## config.mk

```make
export PLATFORM = sky130hd
export DESIGN_NAME = occ_fetch_unit
export DESIGN_NICKNAME = d
export VERILOG_FILES = /design/src/rtl/occ_fetch_unit.sv
export SDC_FILE = /design/constraint.sdc
export NUM_CORES = 1
export LEC_CHECK = 0
export CORE_MARGIN = 2
export CORE_UTILIZATION = 25
export CTS_BUF_LIST = sky130_fd_sc_hd__clkbuf_16
export CTS_CLUSTER_DIAMETER = 100
export CTS_CLUSTER_SIZE = 28
export DETAILED_ROUTE_END_ITERATION = 7
export DONT_BUFFER_PORTS = 1
export PLACE_DENSITY = 0.43
export SLEW_MARGIN = 20
export SYNTH_ARGS = -nofsm -noshare
export SYNTH_HDL_FRONTEND = slang
export SYNTH_SLANG_ARGS = --single-unit
export TNS_END_PERCENT = 50
```

## constraint.sdc

```tcl
create_clock -name clk -period 6.3 [get_ports clk]
set_clock_uncertainty 0.2 [all_clocks]
set_input_delay 0.315 -clock clk [delete_from_list [all_inputs] [get_ports clk]]
set_output_delay 0.315 -clock clk [all_outputs]
set_load 0.01 [all_outputs]
```

## src/rtl/occ_fetch_unit.sv

```systemverilog
// occ_fetch_unit: serves the two Occ lookups for the search state controller.
//   On entry to GET_DATA_2 it fetches Occ(sym, k-1) into occ_k.
//   On entry to GET_DATA_3 it fetches Occ(sym, l) into occ_l.
//   Each completed fetch pulses is_data_done_2 / is_data_done_3 for one cycle.
// Ports:
//   clk, rst                  clock, synchronous active-high reset
//   state, k, l, sym          controller state, interval bounds, read symbol
//   mem_req/addr/gnt          Occ table request channel
//   mem_rvalid/rdata          Occ table response channel (one per grant, in order)
//   occ_k, occ_l              fetched counts
//   is_data_done_2/3          one-cycle completion pulses
// Optional feature: define OCC_CACHE_EN for a single-entry row cache.
module occ_fetch_unit #(
    parameter int unsigned POS_W = 16,
    parameter int unsigned CNT_W = 16
) (
    input  logic               clk,
    input  logic               rst,
    input  logic [2:0]         state,
    input  logic [POS_W-1:0]   k,
    input  logic [POS_W-1:0]   l,
    input  logic [1:0]         sym,
    output logic               mem_req,
    output logic [POS_W-1:0]   mem_addr,
    input  logic               mem_gnt,
    input  logic               mem_rvalid,
    input  logic [4*CNT_W-1:0] mem_rdata,
    output logic [CNT_W-1:0]   occ_k,
    output logic [CNT_W-1:0]   occ_l,
    output logic               is_data_done_2,
    output logic               is_data_done_3
);

    localparam logic [2:0] ST_IDLE = 3'b000;
    localparam logic [2:0] ST_GD2  = 3'b011;
    localparam logic [2:0] ST_GD3  = 3'b100;

    typedef enum logic [2:0] {S_IDLE, S_REQ, S_WAIT, S_RESP, S_DRAIN} fsm_t;

    fsm_t               fsm_q;
    logic [2:0]         prev_state_q;
    logic               tgt_l_q;     // 0: fetch for occ_k, 1: fetch for occ_l
    logic               pend_q;      // entry edge seen while busy
    logic               mem_req_q;
    logic [POS_W-1:0]   mem_addr_q;
    logic [CNT_W-1:0]   occ_k_q;
    logic [CNT_W-1:0]   occ_l_q;
    logic               done2_q;
    logic               done3_q;

    logic               is_tgt_state;
    logic               entry;
    logic               launch;
    logic               launch_l;
    logic               k_zero;
    logic [POS_W-1:0]   launch_addr;
    logic [2:0]         tgt_state;
    logic               abort;
    logic [CNT_W-1:0]   rd_field;

    // Launch/abort decode
    always_comb begin
        is_tgt_state = (state == ST_GD2) || (state == ST_GD3);
        entry        = is_tgt_state && (state != prev_state_q);
        launch       = (fsm_q == S_IDLE) && is_tgt_state && (entry || pend_q);
        launch_l     = (state == ST_GD3);
        k_zero       = !launch_l && (k == '0);
        launch_addr  = launch_l ? l : (k - POS_W'(1));
        tgt_state    = tgt_l_q ? ST_GD3 : ST_GD2;
        abort        = (state != tgt_state);
        rd_field     = mem_rdata[32'(sym)*CNT_W +: CNT_W];
    end

`ifdef OCC_CACHE_EN
    logic               cache_vld_q;
    logic [POS_W-1:0]   cache_addr_q;
    logic [4*CNT_W-1:0] cache_row_q;
    logic               cache_hit;
    logic [CNT_W-1:0]   cache_field;

    // Hit decode against the row last returned by memory
    always_comb begin
        cache_hit   = cache_vld_q && (cache_addr_q == launch_addr);
        cache_field = cache_row_q[32'(sym)*CNT_W +: CNT_W];
    end

    // Cache fill on accepted responses, flush while controller is idle
    always_ff @(posedge clk) begin
        if (rst) begin
            cache_vld_q  <= 1'b0;
            cache_addr_q <= '0;
            cache_row_q  <= '0;
        end else if (state == ST_IDLE) begin
            cache_vld_q  <= 1'b0;
        end else if (fsm_q == S_WAIT && mem_rvalid && !abort) begin
            cache_vld_q  <= 1'b1;
            cache_addr_q <= mem_addr_q;
            cache_row_q  <= mem_rdata;
        end
    end
`endif

    // Fetch FSM with registered outputs
    always_ff @(posedge clk) begin
        if (rst) begin
            fsm_q        <= S_IDLE;
            prev_state_q <= ST_IDLE;
            tgt_l_q      <= 1'b0;
            pend_q       <= 1'b0;
            mem_req_q    <= 1'b0;
            mem_addr_q   <= '0;
            occ_k_q      <= '0;
            occ_l_q      <= '0;
            done2_q      <= 1'b0;
            done3_q      <= 1'b0;
        end else begin
            prev_state_q <= state;
            done2_q      <= 1'b0;
            done3_q      <= 1'b0;
            if (fsm_q == S_IDLE) begin
                pend_q <= 1'b0;
            end else if (entry) begin
                pend_q <= 1'b1;
            end

            case (fsm_q)
                S_IDLE: begin
                    if (launch) begin
                        tgt_l_q <= launch_l;
                        if (k_zero) begin
                            occ_k_q <= '0;
                            done2_q <= 1'b1;
                            fsm_q   <= S_RESP;
`ifdef OCC_CACHE_EN
                        end else if (cache_hit) begin
                            if (launch_l) begin
                                occ_l_q <= cache_field;
                                done3_q <= 1'b1;
                            end else begin
                                occ_k_q <= cache_field;
                                done2_q <= 1'b1;
                            end
                            fsm_q <= S_RESP;
`endif
                        end else begin
                            mem_addr_q <= launch_addr;
                            mem_req_q  <= 1'b1;
                            fsm_q      <= S_REQ;
                        end
                    end
                end
                S_REQ: begin
                    // A grant in the abort cycle still owes us a response
                    if (abort) begin
                        mem_req_q <= 1'b0;
                        fsm_q     <= mem_gnt ? S_DRAIN : S_IDLE;
                    end else if (mem_gnt) begin
                        mem_req_q <= 1'b0;
                        fsm_q     <= S_WAIT;
                    end
                end
                S_WAIT: begin
                    if (mem_rvalid) begin
                        if (abort) begin
                            fsm_q <= S_IDLE;
                        end else begin
                            if (tgt_l_q) begin
                                occ_l_q <= rd_field;
                                done3_q <= 1'b1;
                            end else begin
                                occ_k_q <= rd_field;
                                done2_q <= 1'b1;
                            end
                            fsm_q <= S_RESP;
                        end
                    end else if (abort) begin
                        fsm_q <= S_DRAIN;
                    end
                end
                S_RESP: begin
                    fsm_q <= S_IDLE;
                end
                S_DRAIN: begin
                    if (mem_rvalid) begin
                        fsm_q <= S_IDLE;
                    end
                end
                default: begin
                    fsm_q <= S_IDLE;
                end
            endcase
        end
    end

    assign mem_req        = mem_req_q;
    assign mem_addr       = mem_addr_q;
    assign occ_k          = occ_k_q;
    assign occ_l          = occ_l_q;
    assign is_data_done_2 = done2_q;
    assign is_data_done_3 = done3_q;

endmodule

```

**After elaboration in Yosys (flattened, before gate mapping)**

Index checks and enable logic that the tools add are counted.

- Add/sub/neg operators: 1
- Eq/ne operators: 16
- Shifts and indexed selects: 1
- Mux-type cells: 30
- Bitwise logic cells: 4
- Reduce and logical (&&, ||, !) cells: 19

Operator list:

| operator | number |
|---|---|
| $mux W16 | 6 |
| $shiftx A64 B7 Y16 | 1 |
| $pmux W16 S2 | 1 |
| $mux W3 | 8 |
| $logic_not A16 Y1 | 1 |
| $sub A16 B1 Y16 const B | 1 |
| $ne A2 B2 Y1 const B | 7 |
| $pmux W3 S4 | 1 |
| $reduce_and A4 Y1 | 3 |
| $mux W1 | 10 |
| $eq A3 B2 Y1 const B | 2 |
| $eq A3 B3 Y1 const B | 2 |
| $ne A3 B3 Y1 | 2 |
| $ne A3 B3 Y1 const B | 2 |
| $reduce_and A6 Y1 | 1 |
| $logic_and A1 B1 Y1 | 4 |
| $mux W2 | 2 |
| $not A1 Y1 | 4 |
| $pmux W1 S2 | 2 |
| $reduce_bool A2 Y1 | 2 |
| $reduce_or A4 Y1 | 1 |
| $eq A3 B1 Y1 const B | 1 |
| $logic_not A3 Y1 | 1 |
| $reduce_and A3 Y1 | 1 |
| 4 further kinds | 5 |

- Register bits: 59
- Input port bits: 105
- Logic and storage cells: 81

**Longest topological paths before layout**

Gate-level depths: netlist of the first run.

- Depth in word-level cells: 7
- Depth in mapped cells: 8
- Depth with buffers taken out: 7

**Worst setup path before layout of the first run**

Ideal clock, no wire load.

- Kind: input port to flip-flop
- Start: in state[0]
- End: reg occ_k_q[10], in the netlist occ_k[10]
- Setup time: 0.072 ns
- Data arrival time: 1.792 ns
- Data required time: 6.028 ns
- Slack: 4.236 ns
- Stages: 6
- Path buffers: 1
- Path through: or4b_4 > a21oi_4 > nor3_2 > a21oi_4 > buf_12 > mux2i_1

- Word-level cells in the longest chain between the ends: 7
- Elaborated cells on any way between the ends: 15
- Those cells by class: eq/ne (7); reduce/logical (8)

RTL lines:

| item | RTL line | source |
|---|---|---|
| start, declared | 19 | `input logic [2:0] state,` |
| $eq A3 B2 Y1 / $eq A3 B3 Y1 (equally long branches) | 63, 66 |  |
| $logic_or A1 B1 Y1 | 63 | `is_tgt_state = (state == ST_GD2) \|\| (state == ST_GD3);` |
| $logic_and A1 B1 Y1 | 64 | `entry = is_tgt_state && (state != prev_state_q);` |
| $logic_or A1 B1 Y1 | 65 | `launch = (fsm_q == S_IDLE) && is_tgt_state && (entry \|\| pend_q);` |
| $logic_and A1 B1 Y1 | 65 |  |
| $ne A2 B2 Y1 (no source line) | - |  |
| $reduce_and A6 Y1 (no source line) (*) | - |  |
| end signal, assigned | 171 | `occ_k_q <= rd_field;` |
| end, declared | 46 | `logic [CNT_W-1:0] occ_k_q;` |

Every way passes the cells marked *; elsewhere a longest branch is shown, timed or not.
A chain may end at the register's enable or synchronous reset.

**Worst setup path in the final report of the first run**

- Start: reg fsm_q[1]
- End: reg mem_addr_q[11], in the netlist mem_addr[11]

- Word-level cells in the longest chain between the ends: 4

RTL lines:

| item | RTL line | source |
|---|---|---|
| start, declared | 40 | `fsm_t fsm_q;` |
| start signal, assigned | 156 | `fsm_q <= mem_gnt ? S_DRAIN : S_IDLE;` |
| $logic_not A3 Y1 (*) | 65, 126 |  |
| $logic_and A1 B1 Y1 (2 in a row) | 65 |  |
| $reduce_and A3 Y1 (no source line) (*) | - |  |
| end signal, assigned | 146 | `mem_addr_q <= launch_addr;` |
| end, declared | 45 | `logic [POS_W-1:0] mem_addr_q;` |

Marks and branches as above.

==> results of run 1 <==
-- routing by layer --
layer	up-vias	part of all wire [%]	global-route usage, %
li1	1274	-	-
met1	1238	41	16.4
met2	112	46	22.1
met3	13	11	7.66
met4	0	1.5	3.69
met5	-	0	0
-- worst max-delay path: stages (launching register included) --
cell	delay, ns
dfxtp_1	0.39
or3_1	0.46
nor3_2	0.82
nand2_1	0.34
a32o_1	0.34
-- flip-flops by register name, indices dropped and copies added, names as in the netlist, 3 cells and up --
signal        flops
prev_state_q      3
occ_k            16
mem_addr         16
occ_l            16
fsm_q             3
-- per-stage QoR --
step	cell area, um2	util, %	setup WS [ns]
6_report	3700	29.3	3.64
5_1_grt	3700	29.3	3.44
4_1_cts	3700	29.3	3.64
3_5_place_dp	3350	26.6	3.63
3_3_place_gp	3350	26.5	3.67
2_1_floorplan	3230	-	4.24
-- cell usage after synthesis, types with 5 or more instances --
cell       instances  area share [%]
clkbuf_1          15             1.7
o211ai_1           5             1.2
nand3_1            5            0.77
or3_1              5            0.97
xnor2_1            7             1.9
nor3_1             9             1.4
dfxtp_1           59              37
buf_2             10             1.5
mux2i_1           33              10
o31ai_1            6             1.4
o2111ai_1          8             2.2
o21ai_0           17             2.6
a21oi_1           16             2.5
nand2_1           41             4.8
mux4_2            16              11
nor2_1            41             4.8
-- worst paths after layout --
| kind | startpoint | slack, ns | cells after the start | endpoint |
|---|---|---|---|---|
| worst min-delay path | l[1] | 0.02 | 2 | mem_addr[1] |
| worst min register to register | occ_k[3] | 0.31 | 2 | occ_k[3] |
| worst max-delay path | fsm_q[1] | 3.64 | 4 | mem_addr[11] |
| worst max register to register | fsm_q[1] | 3.64 | 4 | mem_addr[11] |
-- report_power, final --
group	total [W]	internal (W)	switching [W]	leakage [nW]
registers	0.000395	0.000383	0.0000118	0.478
logic	0.0000807	0.0000407	0.0000400	0.793
clock network	0.000461	0.000297	0.000164	0.143
-- cell families (layout without fill, tap and decap cells) --
| group | Yosys count | after routing | synth area share [%] |
|---|---|---|---|
| AO/OA/AOI/OAI | 69 | 69 | 14.9 |
| multiplexers | 49 | 49 | 21.4 |
| adder cells (fa/ha/maj) | 2 | 2 | 0.774 |
| XOR/XNOR | 8 | 8 | 2.17 |
| AND/OR/NAND/NOR | 131 | 131 | 20.1 |
| buffers and inverters | 29 | 27 | 4.26 |
| flip-flops | 59 | 59 | 36.5 |
-- area by class of cell --
class	count	area [um2]
fillers	1379	8920
clock inverters	6	50.0
flip-flops and latches	59	1180
well taps	172	215
inverters	3	11.3
repair buffers	9	92.6
multi-input cells	259	1920
clock buffers	9	225
-- repair_timing --
| item | in CTS | in global routing |
|---|---|---|
| hold buffers | 6 | 0 |
| endpoints found under the hold margin | 36 | 0 |
| buffers inserted | 0 | 0 |
==> key figures, run 1 <==
Status
  – Status: completed

Synth
  – Syn Nets: between 400 and 500
  – Synth cell types: 49
  – Yosys warnings: 0
  – Cells after Synth: 347
  – Synth Flop Type: dfxtp_1
  – Sequential area share after synthesis: a little over a third
  – Yosys reg bits: just under 60
  – Mapped cell area: 3230 um2
  – Avg Cell Area, Syn: between 9 and 10 um2
  – EDFF count, synth: 0
  – Synth async-reset ratio: 0%

Setup path
  – Setup crit start kind: register
  – Worst setup EP type: register
  – Worst Path Arrival: ~2.7 ns
  – Crit path required time: around 6.3 ns
  – Crit Path Max Fanout: 14
  – Crit Path Category: register to register

Timing
  – Setup_tns: 0 ns
  – Final hold vios: 0
  – RSZ-0062 raised after global routing: false
  – Final Critical Period: roughly 2.7 ns
  – Final Cycle Share: between 40% and 50%
  – Slew Limit Fails: 0
  – Hold_ws: ~0.025 ns
  – Worst Tran Pin Value: between 1 and 1.5 ns
  – Headroom to the max-slew limit: between 20% and 30%
  – Setup Viol. Count Final: 0
  – Maximum operating frequency: ~380 MHz

Power
  – Peak supply drop: roughly 0.11 mV
  – Leakage: between 1 and 1.5 nW
  – Power Density: approximately 250 nW/um2
  – Pwr Total: between 0.0009 and 0.001 W

Floorplanning
  – Core area: 12,600 um2
  – # rows: 41
  – Die height: around 120 um
  – I/O pin count: 156
  – Die width: ~120 um
  – Starting Density: 25.6%
  – DIE AREA: 13,900 um2

Routing
  – DR WL/cell: around 18 um
  – DR vias: 2,637
  – Post-Route WL: approximately 9500 um
  – First DRT Iteration DRCs: 126
  – Antenna Nets Post-Route: 0
  – Via/cell ratio: between 5 and 6
  – Detailed Routing Iterations Pass 1: 5
  – Drt drc: 0

Clock tree
  – CTS HTree Levels: 3
  – TritonCTS clock tree: done
  – Worst-skew pair later-pin latency: approximately 0.32 ns
  – TritonCTS Buffers: 9
  – Clock slew at reported path FFs: ~0.050 ns
  – CTS Buffer Depth: 2
  – Post_cts resized: 0
  – CTS root buf: clkbuf_16
  – CTS Sinks: between 50 and 60

Worst hold path
  – Hold crit path type: input port to register

Placed design
  – Dpl cells: approximately 500
  – IO Port Bufs: 0
  – RePlAce Congestion: between 0.7 and 0.8
  – DP HPWL: roughly 6900 um

Job
  – MaxCap Viol Count: 0

Layout
  – Most frequent cells in the layout: dfxtp_1 (59), nor2_1 (41), nand2_1 (41), mux2i_1 (33), o21ai_0 (17)
  – Area delta synth->final: 14.3%
  – # diodes: 0
  – Final Net Count: around 450
  – Most common cell after layout, fill and taps aside: dfxtp_1
  – Share of layout cells above drive strength 1: a little under an eighth
  – Finished Layout Cells: just over 500

GRT
  – First-pass GRT wire length: between 15,000 and 20,000 um
  – Largest net degree at the start of global routing: 38
  – Initial antenna violation count: 0
  – GRT Total Usage: around 14%
  – Grt ovf: 0
  – Via count of the first global-routing pass: 2,718
Note: power is estimated with default switching activity, not from simulation.
==> inputs of run 2 (changes only) <==
--- a/config.mk
+++ b/config.mk
@@ -5,6 +5,7 @@
 export SDC_FILE = /design/constraint.sdc
 export NUM_CORES = 1
 export LEC_CHECK = 0
+export ABC_AREA = 1
 export CORE_MARGIN = 2
 export CORE_UTILIZATION = 25
 export CTS_BUF_LIST = sky130_fd_sc_hd__clkbuf_16
@@ -12,7 +13,7 @@
 export CTS_CLUSTER_SIZE = 28
 export DETAILED_ROUTE_END_ITERATION = 7
 export DONT_BUFFER_PORTS = 1
-export PLACE_DENSITY = 0.43
+export PLACE_DENSITY = 0.45
 export SLEW_MARGIN = 20
 export SYNTH_ARGS = -nofsm -noshare
 export SYNTH_HDL_FRONTEND = slang
==> constraint.sdc (replaced) <==
create_clock -name clk -period 2.4 [get_ports clk]
set_clock_uncertainty 0.2 [all_clocks]
set_input_delay 0.12 -clock clk [delete_from_list [all_inputs] [get_ports clk]]
set_output_delay 0.12 -clock clk [all_outputs]
set_load 0.01 [all_outputs]
==> run 2 against run 1 <==
Register-to-register slack got worse by 3.2 ns; setup slack got worse by 3.4 ns; non-clock buffer count rose by 67; die area rose by 11%; area after synthesis rose by 11%; critical path depth rose by 5; clock-buffer cell count did not move; core utilization rose by 4.1 points; synthesized cell count rose by 62%; flip-flop and latch count did not move; via count rose by 45%; largest cell class unchanged; largest power group unchanged.
==> key figures, run 2 <==
Clock tree
  – CTS HTree Levels: 3 (unchanged)
  – TritonCTS clock tree: done (unchanged)
  – CTS Sinks: 59 (unchanged)
  – Clock slew at reported path FFs: 0.06 ns (was 0.05 ns)
  – Worst-skew pair later-pin latency: 0.34 ns (was 0.32 ns)
  – CTS Buffer Depth: 2 (unchanged)
  – TritonCTS Buffers: 9 (unchanged)
  – CTS root buf: clkbuf_16 (unchanged)

GRT
  – First-pass GRT wire length: 18,400 um (was 15,100 um)
  – GRT Total Usage: 16.0% (was 13.9%)
  – Initial antenna violation count: 1 (was 0)
  – Via count of the first global-routing pass: 3,633 (was 2,718)
  – Grt ovf: 0 (unchanged)
  – Largest net degree at the start of global routing: 34 (was 38)

Placed design
  – IO Port Bufs: 0 (unchanged)
  – RePlAce Congestion: 0.851 (was 0.765)
  – Area of placed instances: 3700 um2 (was 3350 um2)
  – Dpl cells: 719 (was 496)
  – DP HPWL: 8830 um (was 6920 um)

Floorplanning
  – # rows: 43 (was 41)
  – I/O pin count: 156 (unchanged)
  – Core area: 14,000 um2 (was 12,600 um2)
  – Die width: 124 um (was 118 um)
  – DIE AREA: 15,400 um2 (was 13,900 um2)
  – Starting Density: 25.7% (was 25.6%)
  – Die height: 124 um (was 118 um)

Timing
  – Slew Limit Fails: 0 (unchanged)
  – Final Cycle Share: between 80% and 90%
  – Headroom to the max-slew limit: 39.4% (was 29.0%)
  – RSZ-0062 raised after global routing: false (unchanged)
  – Setup_tns: 0 ns (unchanged)
  – Worst Tran Pin Value: 0.908 ns (was 1.06 ns)
  – Final Critical Period: 2.13 ns
  – Setup Viol. Count Final: 0 (unchanged)
  – Final hold vios: 0 (unchanged)
  – Maximum operating frequency: 470 MHz

Routing
  – DR WL/cell: 15.1 um (was 18.4 um)
  – First DRT Iteration DRCs: 205 (was 126)
  – M1 WL: 5020 um (was 3930 um)
  – Uppermost layer routed: met4 (unchanged)
  – Post-Route WL: 12,200 um (was 9510 um)
  – Detailed Routing Iterations Pass 1: 4 (was 5)
  – Met3 wire len: 1090 um (was 1030 um)
  – Drt drc: 0 (unchanged)
  – Antenna Nets Post-Route: 0 (unchanged)
  – Via/cell ratio: 4.75 (was 5.10)
  – Wire length on met2: 5890 um (was 4410 um)
  – DR vias: 3,830 (was 2,637)

Synth
  – Mux cell area share after synthesis: 0% (was 21.4%)
  – Syn Nets: 669 (was 454)
  – Synth Area in Adders: 0.695% (was 0.774%)
  – Mapped cell area: 3600 um2 (was 3230 um2)
  – Simple-gate share of the synthesized area: 36.0% (was 20.1%)
  – Leading area contributor after synthesis: dfxtp_1 (unchanged)
  – Cells after Synth: 562 (was 347)
  – Sequential area share after synthesis: 32.8% (was 36.5%)
  – Most frequent cell after synthesis: nand2_1 (was dfxtp_1)
  – Avg Cell Area, Syn: 6.41 um2 (was 9.32 um2)
  – Yosys reg bits: 59 (unchanged)
  – Synth cell types: 33 (was 49)
  – EDFF count, synth: 0 (unchanged)
  – Largest family of logic cells by synthesized area: simple AND/OR/NAND/NOR gates (was multiplexers)
  – Synth async-reset ratio: 0% (unchanged)
  – Yosys warnings: 0 (unchanged)
  – Top cells by area, synth: dfxtp_1 (33%), nand2_1 (14%), nor2_1 (10%) (was dfxtp_1 (37%), mux4_2 (11%), mux2i_1 (10%))
  – Share of the synthesized area in the top cell type: 32.8% (was 36.5%)
  – Synth Flop Type: dfxtp_1 (unchanged)
  – Complex-gate fraction of the synthesized area: 19.8% (was 14.9%)
  – Post-synthesis xor/xnor area fraction: 0.486% (was 2.17%)
  – Most common library cells after synthesis: nand2_1 (139), nor2_1 (98), a21oi_1 (59), dfxtp_1 (59), inv_1 (47) (was dfxtp_1 (59), nand2_1 (41), nor2_1 (41), mux2i_1 (33), o21ai_0 (17))

Setup path
  – Critical path origin: state[0] (was fsm_q[1])
  – Worst setup EP type: register (unchanged)
  – R2r setup slk: 0.45 ns (was 3.64 ns)
  – Reg2reg path depth: 6 (was 4)
  – Crit Path Max Fanout: 33 (was 14)
  – Crit path required time: 2.43 ns (was 6.31 ns)
  – Setup crit start kind: input port (was register)
  – Reg-to-reg startpoint: fsm_q[0] (was fsm_q[1])
  – Crit path capture: occ_k[8] (was mem_addr[11])
  – RR Endpoint: occ_k[8] (was mem_addr[11])
  – Crit Path Category: input port to register (was register to register)
  – Worst Path Arrival: 2.16 ns (was 2.67 ns)

Layout
  – Share of layout cells above drive strength 1: 7.52% (was 11.9%)
  – Fin area: 4680 um2 (was 3700 um2)
  – Filler Cell Count: 1,518 (was 1,379)
  – Area delta synth->final: 29.9% (was 14.3%)
  – Finished Layout Cells: 806 (was 517)
  – Most common cell after layout, fill and taps aside: nand2_1 (was dfxtp_1)
  – Most frequent cells in the layout: nand2_1 (139), nor2_1 (98), dlygate4sd3_1 (68), a21oi_1 (59), dfxtp_1 (59) (was dfxtp_1 (59), nor2_1 (41), nand2_1 (41), mux2i_1 (33), o21ai_0 (17))
  – Final Net Count: 727 (was 448)
  – Multi-input gate area: 2050 um2 (was 1920 um2)
  – FF+latch area: 1180 um2 (unchanged)

Power
  – Power Density: 618 nW/um2 (was 253 nW/um2)
  – Peak supply drop: 0.256 mV (was 0.113 mV)
  – Leakage: 2.05 nW (was 1.41 nW)

Worst hold path
  – Hold crit path type: input port to register (unchanged)

Job
  – MaxCap Viol Count: 0 (unchanged)

Status
  – Status: completed (unchanged)
## run 2: changes by cell type after synthesis, moves of 7 or more
cell | before | now
nor2_1 | 41 | 98
nand3_2 | 0 | 9
nand2_1 | 41 | 139
o2111ai_1 | 8 | 0
a21oi_1 | 16 | 59
o22a_1 | 0 | 9
nand3_1 | 5 | 33
o21ai_0 | 17 | 43
nor3_1 | 9 | 2
inv_1 | 2 | 47
mux2i_1 | 33 | 0
mux4_2 | 16 | 0
## run 2: worst min path at each step
| stage | depth (start not counted) | start | slack, ns | to |
|---|---|---|---|---|
| finish | 3 | mem_rdata[44] | 0.008 | occ_l[12] |
| global route | 3 | sym[0] | 0.04 | occ_l[15] |
| CTS | 3 | sym[0] | 0.0004 | occ_l[15] |
| detailed placement | 1 | rst | -0.005 | mem_addr[15] |
| global placement | 1 | rst | -0.007 | mem_addr[15] |
| floorplan | 2 | state[1] | 0.05 | prev_state_q[1] |
## run 2: final cells by class
class,instances,share of cell area [%]
Timing Repair Buffer,76,16.1
Clock buffer,9,4.82
Sequential cell,59,25.3
Clock inverter,7,0.990
Antenna cell,1,0.0535
Inverter,51,4.15
Multi-Input combinational cell,423,43.9
Tap cell,180,4.82
## run 2: power breakdown
| group | internal, W | switching [W] | total (W) |
|---|---|---|---|
| Sequential | 0.00103 | 0.0000461 | 0.00108 |
| Combinational | 0.000274 | 0.000371 | 0.000645 |
| Clock | 0.000692 | 0.000479 | 0.00117 |
## run 2: what timing repair did
action                                 CTS  global route
buffers inserted                         0             0
resized for setup                        0             2
setup endpoints to repair                0             4
hold buffers                            70             0
endpoints found under the hold margin   41             0
## run 2: worst max-delay path: stages
cell and delay (ns):
dlygate4sd3_1 0.55, inv_2 0.06, nand3_4 0.14, buf_4 0.22, nand3_4 0.08, nor3_4 0.21
nand3_4 0.37, a21oi_1 0.32, nor2_1 0.07
## run 2: logic make-up after synthesis
family | count (synthesis)
AOI/OAI and AO/OA | 124
xor gates and xnor gates | 2
adders and majority gates | 2
buffers and inverters | 80
DFF | 59
and+or+nand+nor | 295
## run 2: metrics by stage
stage / hold slack (ns) / utilization (%) / power (W) / setup WS (ns)
floorplan: 0.0459 / - / 0.00151 / 0.844
global placement: -0.00692 / 26.4 / 0.00162 / 0.469
detailed placement: -0.00453 / 26.4 / 0.00162 / 0.438
CTS: 0.000438 / 33.4 / 0.00294 / 0.0983
global route: 0.0411 / 33.4 / 0.00310 / 0.0967
finish: 0.00775 / 33.4 / 0.00289 / 0.274
## run 2: routing by layer
layer | vias up | track usage [%]
met3 | 12 | 4.99
li1 | 1958 | -
met1 | 1710 | 16.8
met5 | - | 0
met2 | 150 | 29.0
met4 | 0 | 7.37
